<file path="config.mk">
export PLATFORM = sky130hd
export DESIGN_NAME = regfile_wb_arbiter_flat
export DESIGN_NICKNAME = d
export VERILOG_FILES = /design/src/rtl/regfile_wb_arbiter_pkg.sv /design/src/rtl/regfile_wb_arbiter_if.sv /design/src/rtl/regfile_wb_arbiter_rr_arb2.sv /design/src/rtl/regfile_wb_arbiter.sv /design/src/flat_wrapper.sv
export SDC_FILE = /design/constraint.sdc
export NUM_CORES = 1
export LEC_CHECK = 0
export BUFFER_PORTS_ARGS = -buffer_cell sky130_fd_sc_hd__buf_2
export CORE_AREA = 2 2 62 64
export DETAILED_ROUTE_END_ITERATION = 16
export DIE_AREA = 0 0 64 66
export GPL_TIMING_DRIVEN = 0
export HOLD_SLACK_MARGIN = 0.1
export SETUP_SLACK_MARGIN = 0.4
export SLEW_MARGIN = 5
export SYNTH_ARGS = -nofsm -noshare
export SYNTH_HDL_FRONTEND = slang
export SYNTH_SLANG_ARGS = --single-unit
</file>
<file path="constraint.sdc">
create_clock -name clk -period 1.3 [get_ports clk]
set_input_delay 0.195 -clock clk [delete_from_list [all_inputs] [get_ports clk]]
set_output_delay 0.195 -clock clk [all_outputs]
set_load 0.03 [all_outputs]
</file>
<file path="src/rtl/regfile_wb_arbiter_pkg.sv">
// Shared constants and types for the writeback arbiter.
// Used by the register file and the pipeline stages.
package regfile_wb_arbiter_pkg;

    localparam int DATA_W = 8;
    localparam int ADDR_W = 3;
    localparam int NREGS  = 1 << ADDR_W;

    typedef enum logic {
        REQ_ALU = 1'b0,
        REQ_LSU = 1'b1
    } req_idx_e;

    typedef logic [DATA_W-1:0] data_t;
    typedef logic [ADDR_W-1:0] addr_t;
    typedef logic [NREGS-1:0]  busy_t;

endpackage

</file>
<file path="src/rtl/regfile_wb_arbiter_if.sv">
// Writeback, issue and register-file port bundle.
// Master is the pipeline side, slave is the arbiter.
interface regfile_wb_arbiter_if;
    import regfile_wb_arbiter_pkg::*;

    logic  req0_valid;
    addr_t req0_addr;
    data_t req0_data;
    logic  req0_ready;

    logic  req1_valid;
    addr_t req1_addr;
    data_t req1_data;
    logic  req1_ready;

    logic  issue_valid;
    addr_t issue_addr;
    logic  issue_ready;

    logic  rf_we;
    addr_t rf_waddr;
    data_t rf_wdata;
    busy_t busy;

    modport master (
        output req0_valid, req0_addr, req0_data,
        input  req0_ready,
        output req1_valid, req1_addr, req1_data,
        input  req1_ready,
        output issue_valid, issue_addr,
        input  issue_ready,
        input  rf_we, rf_waddr, rf_wdata, busy
    );

    modport slave (
        input  req0_valid, req0_addr, req0_data,
        output req0_ready,
        input  req1_valid, req1_addr, req1_data,
        output req1_ready,
        input  issue_valid, issue_addr,
        output issue_ready,
        output rf_we, rf_waddr, rf_wdata, busy
    );

endinterface

</file>
<file path="src/rtl/regfile_wb_arbiter_rr_arb2.sv">
// Two-way round-robin arbiter.
// Last grant flop moves only when a grant is taken.
module rr_arb2
    import regfile_wb_arbiter_pkg::*;
(
    input  logic       clk,
    input  logic       rst,
    input  logic [1:0] valid,
    output logic [1:0] grant
);

    req_idx_e last_grant;

    // grant from valids; on contention favour the one not granted last
    always_comb begin
        grant = 2'b00;
        case (valid)
            2'b01:   grant = 2'b01;
            2'b10:   grant = 2'b10;
            2'b11:   grant = (last_grant == REQ_ALU) ? 2'b10 : 2'b01;
            default: grant = 2'b00;
        endcase
    end

    // remember the winner of each accepted transfer
    always_ff @(posedge clk or posedge rst) begin
        if (rst) begin
            last_grant <= REQ_LSU;
        end else if (|grant) begin
            last_grant <= grant[1] ? REQ_LSU : REQ_ALU;
        end
    end

endmodule

</file>
<file path="src/rtl/regfile_wb_arbiter.sv">
// Shares the register-file write port between ALU and load unit
// and keeps the per-register busy scoreboard for issue.
module regfile_wb_arbiter
    import regfile_wb_arbiter_pkg::*;
(
    input  logic                 clk,
    input  logic                 rst,
    regfile_wb_arbiter_if.slave  bus
);

    logic [1:0] grant;
    logic       xfer;
    addr_t      sel_addr;
    data_t      sel_data;
    logic       issue_acc;
    busy_t      busy_q;
    busy_t      busy_n;
    logic       we_q;
    addr_t      waddr_q;
    data_t      wdata_q;

    rr_arb2 u_arb (
        .clk   (clk),
        .rst   (rst),
        .valid ({bus.req1_valid, bus.req0_valid}),
        .grant (grant)
    );

    assign bus.req0_ready  = grant[0];
    assign bus.req1_ready  = grant[1];
    assign xfer            = |grant;
    assign sel_addr        = grant[1] ? bus.req1_addr : bus.req0_addr;
    assign sel_data        = grant[1] ? bus.req1_data : bus.req0_data;

    assign bus.issue_ready = ~busy_q[bus.issue_addr];
    assign issue_acc       = bus.issue_valid & bus.issue_ready;

    assign bus.busy        = busy_q;
    assign bus.rf_we       = we_q;
    assign bus.rf_waddr    = waddr_q;
    assign bus.rf_wdata    = wdata_q;

    // writeback clears its destination; an issue set applied last wins
    always_comb begin
        busy_n = busy_q;
        if (xfer) begin
            busy_n[sel_addr] = 1'b0;
        end
        if (issue_acc) begin
            busy_n[bus.issue_addr] = 1'b1;
        end
    end

    // scoreboard register
    always_ff @(posedge clk or posedge rst) begin
        if (rst) begin
            busy_q <= '0;
        end else begin
            busy_q <= busy_n;
        end
    end

    // one-cycle write launch; address and data hold when idle
    always_ff @(posedge clk or posedge rst) begin
        if (rst) begin
            we_q    <= 1'b0;
            waddr_q <= '0;
            wdata_q <= '0;
        end else begin
            we_q <= xfer;
            if (xfer) begin
                waddr_q <= sel_addr;
                wdata_q <= sel_data;
            end
        end
    end

endmodule

</file>
<file path="src/flat_wrapper.sv">
// flat-port wrapper written by rule: the top's interface ports become plain ports
module regfile_wb_arbiter_flat import regfile_wb_arbiter_pkg::*;
  (clk, rst, bus_req0_valid, bus_req0_addr, bus_req0_data, bus_req0_ready, bus_req1_valid, bus_req1_addr, bus_req1_data, bus_req1_ready, bus_issue_valid, bus_issue_addr, bus_issue_ready, bus_rf_we, bus_rf_waddr, bus_rf_wdata, bus_busy);
  regfile_wb_arbiter_if bus_i ();
  input  logic clk;
  input  logic rst;
  input wire logic [$bits(bus_i.req0_valid)-1:0] bus_req0_valid;
  input wire logic [$bits(bus_i.req0_addr)-1:0] bus_req0_addr;
  input wire logic [$bits(bus_i.req0_data)-1:0] bus_req0_data;
  output wire logic [$bits(bus_i.req0_ready)-1:0] bus_req0_ready;
  input wire logic [$bits(bus_i.req1_valid)-1:0] bus_req1_valid;
  input wire logic [$bits(bus_i.req1_addr)-1:0] bus_req1_addr;
  input wire logic [$bits(bus_i.req1_data)-1:0] bus_req1_data;
  output wire logic [$bits(bus_i.req1_ready)-1:0] bus_req1_ready;
  input wire logic [$bits(bus_i.issue_valid)-1:0] bus_issue_valid;
  input wire logic [$bits(bus_i.issue_addr)-1:0] bus_issue_addr;
  output wire logic [$bits(bus_i.issue_ready)-1:0] bus_issue_ready;
  output wire logic [$bits(bus_i.rf_we)-1:0] bus_rf_we;
  output wire logic [$bits(bus_i.rf_waddr)-1:0] bus_rf_waddr;
  output wire logic [$bits(bus_i.rf_wdata)-1:0] bus_rf_wdata;
  output wire logic [$bits(bus_i.busy)-1:0] bus_busy;
  assign bus_i.req0_valid = bus_req0_valid;
  assign bus_i.req0_addr = bus_req0_addr;
  assign bus_i.req0_data = bus_req0_data;
  assign bus_req0_ready = bus_i.req0_ready;
  assign bus_i.req1_valid = bus_req1_valid;
  assign bus_i.req1_addr = bus_req1_addr;
  assign bus_i.req1_data = bus_req1_data;
  assign bus_req1_ready = bus_i.req1_ready;
  assign bus_i.issue_valid = bus_issue_valid;
  assign bus_i.issue_addr = bus_issue_addr;
  assign bus_issue_ready = bus_i.issue_ready;
  assign bus_rf_we = bus_i.rf_we;
  assign bus_rf_waddr = bus_i.rf_waddr;
  assign bus_rf_wdata = bus_i.rf_wdata;
  assign bus_busy = bus_i.busy;
  regfile_wb_arbiter u_core (.clk(clk), .rst(rst), .bus(bus_i));
endmodule
</file>
==> summary.md, run 1 <==
| Metric | Value |
|---|---|
| Status | `finished, violations left` |
| Violated checks | `negative setup slack` |
| Reg2reg start | `u_core.u_arb.last_grant$_DFFE_PP1N_` |
| Period utilisation layout | `131%` |
| CP max FO | `2` |
| GRT met2 Usage | `30.9%` |
| Worst Path Required | `1110 ps` |
| Reg2reg path depth | `6` |
| Critical path class | `reg2out` |
| Root buffer cell | `clkbuf_4` |
| Main synth FF type | `dfrtp_1` |
| CTS tree | `yes` |
| Global Route met1 Usage | `18.9%` |
| Global routing's busiest layer | `met2` |
| Die Ht | `66 µm` |
| Maximum clock path buffer count | `2` |
| Setup_tns | `-2290 ps` |
| Final min period | `1700 ps` |
| Placed cell area | `0.00158 mm²` |
| Max-cap violations | `0` |
| Synthesized cell area | `0.00120 mm²` |
| Worst Path Buf+Inv | `1` |
| Max-slew violation count | `0` |
| Maximum vdd ir drop | `0.000644 V` |
| Mapped Cells | `126` |
| Syn-to-layout area delta | `72.6%` |
| DIE AREA | `0.00422 mm²` |
| Via density | `4.89` |
| Initial antenna violation count | `0` |
| Relative slew slack | `49.0%` |
| Yosys warns | `0` |
| Final setup fails | `13` |
| Largest net degree at the start of global routing | `22` |
| CP startpoint kind | `register` |
| Post-DRT Antenna Nets | `0` |
| Worst R2R Setup Slack | `-200 ps` |
| Vias in the first global route | `1246` |
| PortBufs | `49` |
| Post-synth ARST share | `100%` |
| Clock skew | `6.91 ps` |
| Hold slack | `10.6 ps` |
| Fillers | `303` |
| CP endpoint kind | `primary output` |
| Share of cells above drive strength 1 | `64.0%` |
| Total power | `2.63 mW` |
| Synthesized area per cell | `9.50 µm²` |
| Post-DP HPWL | `2.38 mm` |
| Via count | `1198` |
| Synth area leader | `dfrtp_1` |
| First-pass GRT wire length | `5.44 mm` |
| N_diodes | `0` |
| RSZ-0062 raised after global routing | `yes` |
| Starting Density | `33.7%` |
| Worst Setup Slack, final | `-401 ps` |
| Reg2reg end | `u_core.bus.busy[1]$_DFF_PP0_` |
| Synth cell types | `33` |
| Sink Count | `21` |
| I/O pin cnt | `53` |
| Final Hold Fails | `0` |
| Sequential area share after synthesis | `44.0%` |
| Yosys reg bits | `21` |
| CP Cell Sequence | `mux4_2 -> a21oi_4 -> buf_6` |
| GP Congestion | `0.735` |
| CTS Buf Count | `3` |
| Total GRT Usage | `16.4%` |
| Max incr delay on CP | `510 ps` |
| Worst-path clk slew | `120 ps` |
| Fmax | `0.588 GHz` |
| Post-Syn Nets | `156` |
| CTS H-Tree Depth | `1` |
| DRC viols | `0` |
| FP Rows | `22` |
| Top cell type's share of synthesized area | `41.8%` |
| Clock Latency Late Sink | `300 ps` |
| Final instance area | `0.00207 mm²` |
| Number of flops mapped to enable cells by yosys | `0` |
| Cell leakage power | `0.902 nW` |
| Global route overflow | `0` |
| Iter 0 DRT Violations | `31` |
| Met3 GRT Util | `3.58%` |
| Synth top area cells | `dfrtp_1 (42%), mux2_2 (7.5%), nor2_1 (6.9%), o22ai_1 (4.7%), mux2i_1 (4.2%)` |
| Core ar. | `0.00355 mm²` |
| Worst Path Arrival | `1510 ps` |
| Drt pass-1 iters | `3` |
| Critical-path top delay cell | `mux4_2` |
| Slew @ Worst Pin | `763 ps` |
| CP top delay family | `multiplexers` |
| Chip width | `64 µm` |
| Routed WL per cell | `14.1 µm` |
| Worst Hold Class | `in2async` |
| P per Cell Area | `1270 mW/mm²` |
| Final #Nets | `228` |
| Final WL | `3.46 mm` |
## repair_timing
item | 4_1_cts | 5_1_grt
gates cloned | 0 | 1
hold endpoints to repair | 20 | 20
pin swaps | 4 | 7
gates resized for setup | 71 | 18
setup endpoints to repair | 43 | 43
setup buffers | 11 | 6
## where the power goes
part	switching, mW	internal, mW	total, mW
logic	0.705	0.715	1.42
registers	0.103	0.795	0.899
clock network	0.190	0.119	0.309
## cells in the final DEF, fill, tap and decap left out, types with 3 or more instances in the layout
cell type,n
inv_1,3
nor2_1,15
dfrtp_1,12
o22ai_1,5
nor2b_1,4
clkbuf_4,3
o21ai_1,13
buf_4,6
nand2_1,3
buf_2,28
nor2_2,5
buf_6,36
nand2_2,4
mux2_2,8
o22ai_2,3
dfrtp_2,8
clkbuf_1,3
## synthesized netlist by cell type (3+ instances only)
| cell | count |
|---|---|
| nor2_1 | 22 |
| dfrtp_1 | 20 |
| o22ai_1 | 9 |
| mux2_2 | 8 |
| nand2_1 | 8 |
| o21ai_1 | 8 |
| o21ai_0 | 6 |
| mux2i_1 | 5 |
| buf_2 | 4 |
| nor2b_1 | 4 |
| inv_1 | 3 |
## layer usage
| layer | up-vias | part of all wire, % |
|---|---|---|
| met5 | - | 0 |
| met1 | 575 | 41 |
| met2 | 25 | 54 |
| met4 | 0 | 0.78 |
| met3 | 2 | 3.7 |
| li1 | 596 | - |
## cells by family after synthesis
logic type      after synthesis  synth area share (%)
compound gates               34                  19.2
mux                          15                  14.8
buf+inv                      12                  4.91
flops                        21                  44.0
simple gates                 44                  17.0
## per-stage QoR
stage               setup WS [ps]  utilization (%)  cells
floorplan                    -123                -    126
global placement             -140             44.5    223
detailed placement           -172             44.5    223
CTS                          -424             53.9    238
global route                 -449             58.2    245
finish                       -401             58.2    245
## how the worst max path moves through the flow
| stage | cells past startpoint | endpoint | startpoint | slack, ps |
|---|---|---|---|---|
| CTS | 3 | bus_issue_ready | u_core.bus.busy[7]$_DFF_PP0_ | -420 |
| detailed placement | 5 | u_core.bus.busy[6]$_DFF_PP0_ | u_core.u_arb.last_grant$_DFFE_PP1N_ | -170 |
| finish | 3 | bus_issue_ready | u_core.bus.busy[7]$_DFF_PP0_ | -400 |
| global placement | 5 | u_core.bus.busy[6]$_DFF_PP0_ | u_core.u_arb.last_grant$_DFFE_PP1N_ | -140 |
| global route | 3 | bus_issue_ready | u_core.bus.busy[7]$_DFF_PP0_ | -450 |
| floorplan | 2 | bus_issue_ready | u_core.bus.busy[7]$_DFF_PP0_ | -120 |
## layout make-up
type	instances	area, µm²	share of cell area [%]
multi-input cells	93	773	37.4
repair buffers	67	583	28.2
plain buffers	8	65.1	3.15
flip-flops and latches	21	537	26.0
inverters	4	22.5	1.09
well taps	48	60.1	2.91
clock buffers	4	26.3	1.27
## flip-flops by register name (all words and copies together), names as in the netlist
| signal | flops |
|---|---|
| u_core.bus.rf_wdata | 8 |
| u_core.bus.busy | 8 |
| u_core.bus.rf_waddr | 3 |
| u_core.u_arb.last_grant | 1 |
| u_core.bus.rf_we | 1 |
(Power assumes the default switching activity.)
==> inputs of run 2 (changes only) <==
==> constraint.sdc (replaced) <==
create_clock -name clk -period 2 [get_ports clk]
set_input_delay 0.3 -clock clk [delete_from_list [all_inputs] [get_ports clk]]
set_output_delay 0.3 -clock clk [all_outputs]
set_load 0.03 [all_outputs]
==> run 2 against run 1 <==
  * The run now ends clean
  * Combinational power fell by 54%
  * Register-to-register slack better by 650 ps
  * Sequential power is 38% lower
  * Global-route usage is 0.68 points lower
  * Highest routed layer unchanged
==> summary.md, run 2 (same netlist as run 1, synthesis figures left out) <==
| Metric | Value |
|---|---|
| Status | `finished, final reports clean` |
| Post-DRT Antenna Nets | `0 (unchanged)` |
| Inst Count DP | `223 (unchanged)` |
| CP startpoint kind | `register` |
| First-pass GRT wire length | `5.20 mm (-4.6%)` |
| Iter 0 DRT Violations | `33 (+6.5%)` |
| Worst-path clk slew | `130 ps (about the same)` |
| RSZ-0062 raised after global routing | `yes` |
| Starting Density | `33.7% (unchanged)` |
| Routed WL per cell | `13.4 µm (-5.4%)` |
| DRC viols | `0 (unchanged)` |
| Clock Latency Late Sink | `310 ps (about the same)` |
| Root buffer cell | `clkbuf_4` |
| Die Ht | `66 µm (unchanged)` |
| Vias in the first global route | `1167 (-6.3%)` |
| Final WL | `3.14 mm (-9.3%)` |
| Core ar. | `0.00355 mm² (unchanged)` |
| Initial antenna violation count | `0 (unchanged)` |
| Sink Count | `21 (unchanged)` |
| Worst Path Arrival | `1520 ps (about the same)` |
| Hold slack | `119 ps (+108 ps)` |
| Fin cells | `235 (-4.1%)` |
| FP Rows | `22 (unchanged)` |
| Worst Hold Class | `in2async` |
| Relative slew slack | `46.1% (-3.0 points)` |
| P per Cell Area | `861 mW/mm² (-32%)` |
| Total power | `1.42 mW (-46%)` |
| Final #Nets | `218 (-4.4%)` |
| Chip width | `64 µm (unchanged)` |
| DIE AREA | `0.00422 mm² (unchanged)` |
| I/O pin cnt | `53 (unchanged)` |
| Final instance area | `0.00165 mm² (-20%)` |
| Share of cells above drive strength 1 | `49.2% (-15 points)` |
| Via density | `4.98 (+1.8%)` |
| Cell leakage power | `0.785 nW (-13%)` |
| CTS H-Tree Depth | `1 (unchanged)` |
| Syn-to-layout area delta | `38.1%` |
| Worst Path Required | `1700 ps (+590 ps)` |
| Fmax | `0.550 GHz` |
| CP endpoint kind | `primary output` |
| Largest net degree at the start of global routing | `22 (unchanged)` |
| Post-DP HPWL | `2.35 mm (-1.3%)` |
| Critical path class | `reg2out` |
| Total GRT Usage | `15.8% (-0.68 points)` |
| Commonest non-fill, non-tap cell in the layout | `buf_2` |
| Final setup fails | `0 (-13)` |
| Period utilisation layout | `90.9%` |
| CP max FO | `2 (unchanged)` |
| Placed cell area | `0.00152 mm² (-3.8%)` |
| CTS Buf Count | `3 (unchanged)` |
| Setup_tns | `0 ps (+2290 ps)` |
| Max-cap violations | `0 (unchanged)` |
| Drt pass-1 iters | `4 (+1)` |
| Maximum vdd ir drop | `0.000353 V (-45%)` |
| Via count | `1170 (-2.3%)` |
| CTS tree | `yes` |
| Maximum clock path buffer count | `2 (unchanged)` |
| Final min period | `1820 ps` |
| Slew @ Worst Pin | `808 ps (+44.6 ps)` |
| Most frequent cells in the layout | `buf_2 (49), nor2_1 (22), dfrtp_1 (16)` |
| GP Congestion | `0.711 (-3.2%)` |
| N_diodes | `0 (unchanged)` |
| PortBufs | `49 (unchanged)` |
| Global route overflow | `0 (unchanged)` |
| CTS hold repair buffers | `0` |
| Final Hold Fails | `0 (unchanged)` |
| Max-slew violation count | `0 (unchanged)` |
| Clock skew | `11.3 ps (+4.40 ps)` |
[run 2: final timing paths]
check	slack, ps	cells after the start	from	end
max in group asynchronous	1320	2	rst	u_core.bus.busy[5]$_DFF_PP0_
min in group clk	210	3	bus_req1_data[3]	u_core.bus.rf_wdata[3]$_DFFE_PP0N_
worst max register to register	450	6	u_core.u_arb.last_grant$_DFFE_PP1N_	u_core.bus.busy[7]$_DFF_PP0_
worst max-delay path	180	3	u_core.bus.busy[4]$_DFF_PP0_	bus_issue_ready
worst min register to register	510	1	u_core.bus.rf_waddr[0]$_DFFE_PP0N_	u_core.bus.rf_waddr[0]$_DFFE_PP0N_
worst min-delay path	120	2	rst	u_core.bus.rf_wdata[7]$_DFFE_PP0N_
[run 2: per-stage QoR]
stage / worst slack, ps / util (%)
floorplan: 406 / -
global placement: 376 / 42.8
detailed placement: 370 / 42.8
CTS: 168 / 45.6
global route: 128 / 46.6
finish: 183 / 46.6
[run 2: critical path: stages, from the launching register on]
cell     delay, ps
dfrtp_2        440
mux4_2         490
a21oi_4        140
buf_6          140
[run 2: cell type report]
type	count	area, µm²
timing repair buffer	57	324
tap	48	60.1
inverter	4	20.0
clock buffer	3	22.5
fill	369	1900
clock inverter	1	5.00
buffer	8	50.0
multi-input combinational	93	641
sequential	21	532
[run 2: layer usage]
| metal | GRT usage (%) | share of wire (%) | vias up |
|---|---|---|---|
| li1 | - | - | 566 |
| met1 | 18.7 | 42 | 555 |
| met2 | 27.0 | 48 | 45 |
| met3 | 4.94 | 8.7 | 4 |
| met4 | 5.16 | 1.1 | 0 |
| met5 | 0 | 0 | - |
[run 2: repair_timing]
action | CTS | global route
resized for setup | 9 | 6
endpoints found under the hold margin | 0 | 0
buffers inserted | 7 | 1
endpoints found under the setup margin | 5 | 6
gates cloned | 0 | 0
pin swaps | 0 | 1
[run 2: report_power, final]
| group | leakage (nW) | switching, mW | total, mW | internal, mW |
|---|---|---|---|---|
| clock | 0.0177 | 0.138 | 0.213 | 0.0747 |
| combinational | 0.525 | 0.394 | 0.652 | 0.258 |
| sequential | 0.243 | 0.0471 | 0.559 | 0.512 |
